**config.mk**
```make
export PLATFORM = sky130hd
export DESIGN_NAME = auth_tx_arbiter
export DESIGN_NICKNAME = d
export VERILOG_FILES = /design/src/rtl/auth_tx_arbiter_pkg.sv /design/src/rtl/auth_tx_arbiter_rr_arbiter.sv /design/src/rtl/auth_tx_arbiter.sv
export SDC_FILE = /design/constraint.sdc
export NUM_CORES = 1
export LEC_CHECK = 0
export ABC_AREA = 0
export CAP_MARGIN = 10
export CORE_AREA = 2 2 612 614
export CTS_CLUSTER_SIZE = 10
export DETAILED_ROUTE_END_ITERATION = 10
export DIE_AREA = 0 0 614 616
export PLACE_DENSITY = 0.3
export SETUP_SLACK_MARGIN = 0.1
export SKIP_CTS_REPAIR_TIMING = 1
export SYNTH_ARGS = -nofsm -noshare
export SYNTH_HDL_FRONTEND = slang
export SYNTH_SLANG_ARGS = --single-unit
export TNS_END_PERCENT = 20
```
**constraint.sdc**
```tcl
create_clock -name clk -period 23.3 [get_ports clk]
set_input_delay 3.495 -clock clk [delete_from_list [all_inputs] [get_ports clk]]
set_output_delay 3.495 -clock clk [all_outputs]
set_load 0.02 [all_outputs]
```
**src/rtl/auth_tx_arbiter_pkg.sv**
```systemverilog
// Shared state encoding, requester indices and pointer helper for auth_tx_arbiter.
package auth_tx_arbiter_pkg;

  typedef enum logic [3:0] {
    ST_IDLE     = 4'b0001,
    ST_SEND     = 4'b0010,
    ST_WAIT_RSP = 4'b0100,
    ST_DELIVER  = 4'b1000
  } state_e;

  localparam int REQ_DIGEST = 0;
  localparam int REQ_CERT   = 1;
  localparam int REQ_CHAL   = 2;

  // Round-robin successor of idx in a ring of n requesters.
  function automatic int rr_next(input int idx, input int n);
    return (idx + 1 >= n) ? 0 : idx + 1;
  endfunction

endpackage

```
**src/rtl/auth_tx_arbiter_rr_arbiter.sv**
```systemverilog
// Combinational round-robin winner: first set req bit found starting at ptr and wrapping.
module rr_arbiter #(
  parameter int NUM_REQ = 3,
  parameter int IDX_W   = 2
) (
  input  logic [NUM_REQ-1:0] req,
  input  logic [IDX_W-1:0]   ptr,
  output logic               any,
  output logic [NUM_REQ-1:0] win_onehot,
  output logic [IDX_W-1:0]   win_idx
);

  always_comb begin
    int idx;
    any        = 1'b0;
    win_onehot = '0;
    win_idx    = '0;
    idx        = 0;
    for (int k = 0; k < NUM_REQ; k++) begin
      idx = int'(ptr) + k;
      if (idx >= NUM_REQ) idx = idx - NUM_REQ;
      if (!any && req[idx]) begin
        any             = 1'b1;
        win_idx         = IDX_W'(idx);
        win_onehot[idx] = 1'b1;
      end
    end
  end

endmodule

```
**src/rtl/auth_tx_arbiter.sv**
```systemverilog
// Shares the outbound auth-message channel among requesters and routes the reply back.
// Define AUTH_TX_ARB_TIMEOUT_EN to enable the response timeout in WAIT_RSP.
`ifndef MSG_LEN
`define MSG_LEN 256
`endif

module auth_tx_arbiter
  import auth_tx_arbiter_pkg::*;
#(
  parameter int NUM_REQ     = 3,
  parameter int MSG_W       = `MSG_LEN,
  parameter int TIMEOUT_CYC = 1024,
  parameter int TMO_W       = 11
) (
  input  logic                     clk,
  input  logic                     reset,
  input  logic [NUM_REQ-1:0]       req,
  input  logic [NUM_REQ*MSG_W-1:0] req_msg,
  output logic [NUM_REQ-1:0]       grant,
  output logic [NUM_REQ-1:0]       sent_ack,
  output logic                     tx_valid,
  output logic [MSG_W-1:0]         tx_msg,
  input  logic                     tx_ack,
  input  logic                     rx_valid,
  input  logic [MSG_W-1:0]         rx_msg,
  output logic [NUM_REQ-1:0]       rsp_valid,
  output logic [MSG_W-1:0]         rsp_msg,
  output logic [NUM_REQ-1:0]       rsp_timeout,
  input  logic                     abort,
  output logic                     busy
);

  localparam int IDX_W = (NUM_REQ > 1) ? $clog2(NUM_REQ) : 1;

  if (TIMEOUT_CYC < 2 || (TIMEOUT_CYC >> TMO_W) != 0) begin : g_bad_cfg
    $error("auth_tx_arbiter: TIMEOUT_CYC must be >= 2 and below 2**TMO_W");
  end

  state_e               state_reg;
  state_e               state_next;
  logic [NUM_REQ-1:0]   grant_reg;
  logic [NUM_REQ-1:0]   sent_ack_reg;
  logic [MSG_W-1:0]     tx_msg_reg;
  logic [MSG_W-1:0]     rsp_msg_reg;
  logic [IDX_W-1:0]     ptr_reg;
  logic                 arb_any;
  logic [NUM_REQ-1:0]   arb_onehot;
  logic [IDX_W-1:0]     arb_idx;
  logic                 tmo_hit;
  logic [MSG_W-1:0]     req_msg_arr [NUM_REQ];

  for (genvar gi = 0; gi < NUM_REQ; gi++) begin : g_unpack
    assign req_msg_arr[gi] = req_msg[gi*MSG_W +: MSG_W];
  end

  rr_arbiter #(
    .NUM_REQ (NUM_REQ),
    .IDX_W   (IDX_W)
  ) u_rr_arbiter (
    .req        (req),
    .ptr        (ptr_reg),
    .any        (arb_any),
    .win_onehot (arb_onehot),
    .win_idx    (arb_idx)
  );

`ifdef AUTH_TX_ARB_TIMEOUT_EN
  logic [TMO_W-1:0]   tmo_cnt_reg;
  logic [NUM_REQ-1:0] rsp_timeout_reg;

  // A response or abort on the terminal-count cycle suppresses the timeout.
  assign tmo_hit = (state_reg == ST_WAIT_RSP) && !rx_valid && !abort &&
                   (tmo_cnt_reg == TMO_W'(TIMEOUT_CYC - 1));

  always_ff @(posedge clk or posedge reset) begin
    if (reset) begin
      tmo_cnt_reg     <= '0;
      rsp_timeout_reg <= '0;
    end else begin
      rsp_timeout_reg <= tmo_hit ? grant_reg : '0;
      if (state_reg == ST_SEND)
        tmo_cnt_reg <= '0;
      else if (state_reg == ST_WAIT_RSP && !rx_valid && !abort)
        tmo_cnt_reg <= tmo_cnt_reg + 1'b1;
    end
  end

  assign rsp_timeout = rsp_timeout_reg;
`else
  assign tmo_hit     = 1'b0;
  assign rsp_timeout = '0;
`endif

  always_ff @(posedge clk or posedge reset) begin
    if (reset) state_reg <= ST_IDLE;
    else       state_reg <= state_next;
  end

  always_comb begin
    state_next = state_reg;
    if (abort) begin
      state_next = ST_IDLE;
    end else begin
      case (state_reg)
        ST_IDLE:     if (arb_any) state_next = ST_SEND;
        ST_SEND:     if (tx_ack) state_next = ST_WAIT_RSP;
        ST_WAIT_RSP: begin
          if (rx_valid)     state_next = ST_DELIVER;
          else if (tmo_hit) state_next = ST_IDLE;
        end
        ST_DELIVER:  state_next = ST_IDLE;
        default:     state_next = ST_IDLE;
      endcase
    end
  end

  // Ownership, message latches and the round-robin pointer; abort leaves the pointer alone.
  always_ff @(posedge clk or posedge reset) begin
    if (reset) begin
      grant_reg    <= '0;
      sent_ack_reg <= '0;
      tx_msg_reg   <= '0;
      rsp_msg_reg  <= '0;
      ptr_reg      <= '0;
    end else begin
      sent_ack_reg <= '0;
      if (abort) begin
        grant_reg <= '0;
      end else begin
        case (state_reg)
          ST_IDLE: begin
            if (arb_any) begin
              grant_reg  <= arb_onehot;
              tx_msg_reg <= req_msg_arr[arb_idx];
              ptr_reg    <= IDX_W'(rr_next(int'(arb_idx), NUM_REQ));
            end
          end
          ST_SEND: begin
            if (tx_ack) sent_ack_reg <= grant_reg;
          end
          ST_WAIT_RSP: begin
            if (rx_valid)     rsp_msg_reg <= rx_msg;
            else if (tmo_hit) grant_reg   <= '0;
          end
          default: grant_reg <= '0;
        endcase
      end
    end
  end

  always_comb begin
    grant     = grant_reg;
    sent_ack  = sent_ack_reg;
    tx_valid  = (state_reg == ST_SEND);
    tx_msg    = tx_msg_reg;
    rsp_msg   = rsp_msg_reg;
    rsp_valid = (state_reg == ST_DELIVER) ? grant_reg : '0;
    busy      = (state_reg != ST_IDLE);
  end

endmodule

```
==> results.toml <==
[logic_synthesis]
async_flop_share_pct = 100
synth_cell_types = 52
ys_seq_elements = 524
syn_avg_cell_area_um2 = 13.7
post-synth-top-count-cell = "dfrtp_1"
yosys-top-cells-area = "dfrtp_1 53%, mux2_2 19%, a221o_1 10%"
synth_edf_count = 0
synthCells = 1810
seq_area_frac_synth_pct = 53.1
yosys_warnings = 0
syn_area_mm2 = 0.0247
synth_top_area_share_pct = 53.0
synthTopCellsByCount = "523 x dfrtp_1, 406 x mux2_2, 259 x and3_1"
yosysTopAreaCell = "dfrtp_1"
synth_flop_cell = "dfrtp_1"

[sta]
drv_slew = 0
period_share_pct = 35.6
setup_ws_ps = 14990
rsz0062_at_grt = "no"
slew_headroom_pct = 20.3
finalSetupViolations = 0
finClkSkew_ps = 55.0
worst_pin_slew_ps = 1200
holdWs_ps = 504
fin_setup_tns_ps = 0
finalHoldViolCount = 0
fmax_mhz = 120
min_period_ps = 8310

[worst_setup_path]
reg2reg_slack_ps = 17870
worst_ep_required_time_ps = 23920
end_kind = "flip-flop"
path_class = "in -> reg"
critPathArrivalTime_ps = 8930
cp_max_fo = 77
cp-start-kind = "primary input"

[detailed_routing]
drt-wirelength-per-cell_um = 31.7
num_vias = 24403
wl_um = 265000
drtPass1Iterations = 5
ant_nets = 0
vias_per_cell = 2.92
drc = 0
drt-initial-drc-count = 1458

[cells_and_area]
design_area_mm2 = 0.0487
nets = 4345
multi_input_area_mm2 = 0.0106
drive_gt1_share_pct = 18.3
n_fill_cell = 41969
syn_to_final_growth_pct = 97.0
regArea_mm2 = 0.0131

[floorplan]
die_h_um = 616
initial_utilization_pct = 6.65
die_x_um = 614
io_pins = 1558
row_count = 224
core_mm2 = 0.371
die-area_mm2 = 0.378

[min_path]
hold_class = "reg -> reg"

[cts]
cts.clk_slew.worst_paths_ps = 60
clock_path_buffers = 4
cts_root_buffer = "clkbuf_16"
cts-buffers-inserted = 86
cts_tree = "built"
htree_levels = 3
cts.sinks = 524
clk_latency_ps = 800

[status]
outcome = "complete, no violations"

[global_routing]
grt_pass1_wl_um = 327000
grt-ovfl-total = 0
track_usage_pct = 13.5
grt_max_degree = 155
antenna_found_initial = 171
grt_pass1_vias = 25729

[placement]
dpl.hpwl_um = 225000
finalWeightedCongestion = 0.833
portBuffers = 1554
dp_slack_ps = 13940
place_area_mm2 = 0.0458

[power_and_ir_drop]
p_leak_nw = 19.5
power.density_mw_per_mm2 = 118
worst_ir_drop_vdd_v = 0.000101

[job]
maxCapViolCount = 0
[final timing paths]
path / endpoint / startpoint / depth (start not counted)
min in group asynchronous: rsp_msg[104] / reset / 2
max in group asynchronous: tx_msg[120] / reset / 7
worst min-delay path: rsp_msg[131] / rsp_msg[131] / 1
worst max register to register: tx_msg[162] / ptr_reg[0] / 11
worst min register to register: rsp_msg[131] / rsp_msg[131] / 1
worst max-delay path: tx_msg[162] / req[2] / 11
[cells in the final DEF, fill, tap and decap left out, drive strengths merged, types with 2 or more instances in the layout]
cell           count
nor4b              2
inv                9
a31oi              2
a21o               3
clkinv            22
o21ai              6
bufinv             8
nand2              8
mux2             513
o31ai              2
conb               3
o2bb2ai            2
or2                2
nor3               4
nor2               4
diode             27
ha                 4
o21a               2
nand2b             2
clkdlybuf4s50   1553
or4b               2
mux2i              2
clkbuf           111
dfrtp            523
buf               34
a221o            257
nor2b              2
and2               4
o22ai              2
a21oi              4
clkinvlp           2
and3             259
[cell families after synthesis]
| kind of cell | Yosys count | share of synthesized area, % |
|---|---|---|
| flip-flops | 524 | 53.1 |
| multiplexers | 515 | 23.9 |
| AND/OR/NAND/NOR | 292 | 7.36 |
| AO/OA/AOI/OAI | 289 | 11.4 |
| buffers and inverters | 185 | 4.06 |
| adder cells (fa/ha/maj) | 4 | 0.203 |
| other | 1 | 0.0152 |
[stage by stage]
stage               power (W)  utilization, %  std cells
floorplan             0.00274               -       1812
global placement      0.00458            12.3       8193
detailed placement    0.00458            12.3       8193
CTS                   0.00600            13.1       8338
global route          0.00611            13.1       8341
finish                0.00576            13.1       8365
[report_power, final]
part | switching, W | internal, W
Clock | 0.000541 | 0.000801
Sequential | 0.000281 | 0.00120
Combinational | 0.00170 | 0.00123
[worst max-delay path, cell delays in order]
cell	delay, ps
buf_8	220
buf_4	760
nand3b_1	250
o21ai_1	280
o31a_2	220
buf_4	510
buf_4	710
buf_4	670
buf_4	900
mux2_2	420
a221o_1	260
[area by class of cell]
type	instances	area share, %
Timing Repair Buffer	1587	32.5
Clock buffer	111	4.87
Inverter	7	0.0694
Sequential cell	524	26.9
Multi-Input combinational cell	1103	21.8
Clock inverter	34	0.825
Tap cell	4972	12.8
Antenna cell	27	0.139
[per-layer routing]
| layer | vias up | GRT usage, % | wire [um] |
|---|---|---|---|
| met4 | 38 | 2.13 | 5650 |
| met2 | 1255 | 26.3 | 144000 |
| met1 | 12589 | 14.2 | 94700 |
| met3 | 446 | 4.05 | 19900 |
| li1 | 10075 | - | - |
| met5 | - | 0 | 253 |
No activity file was read; power rests on OpenSTA's default activity.
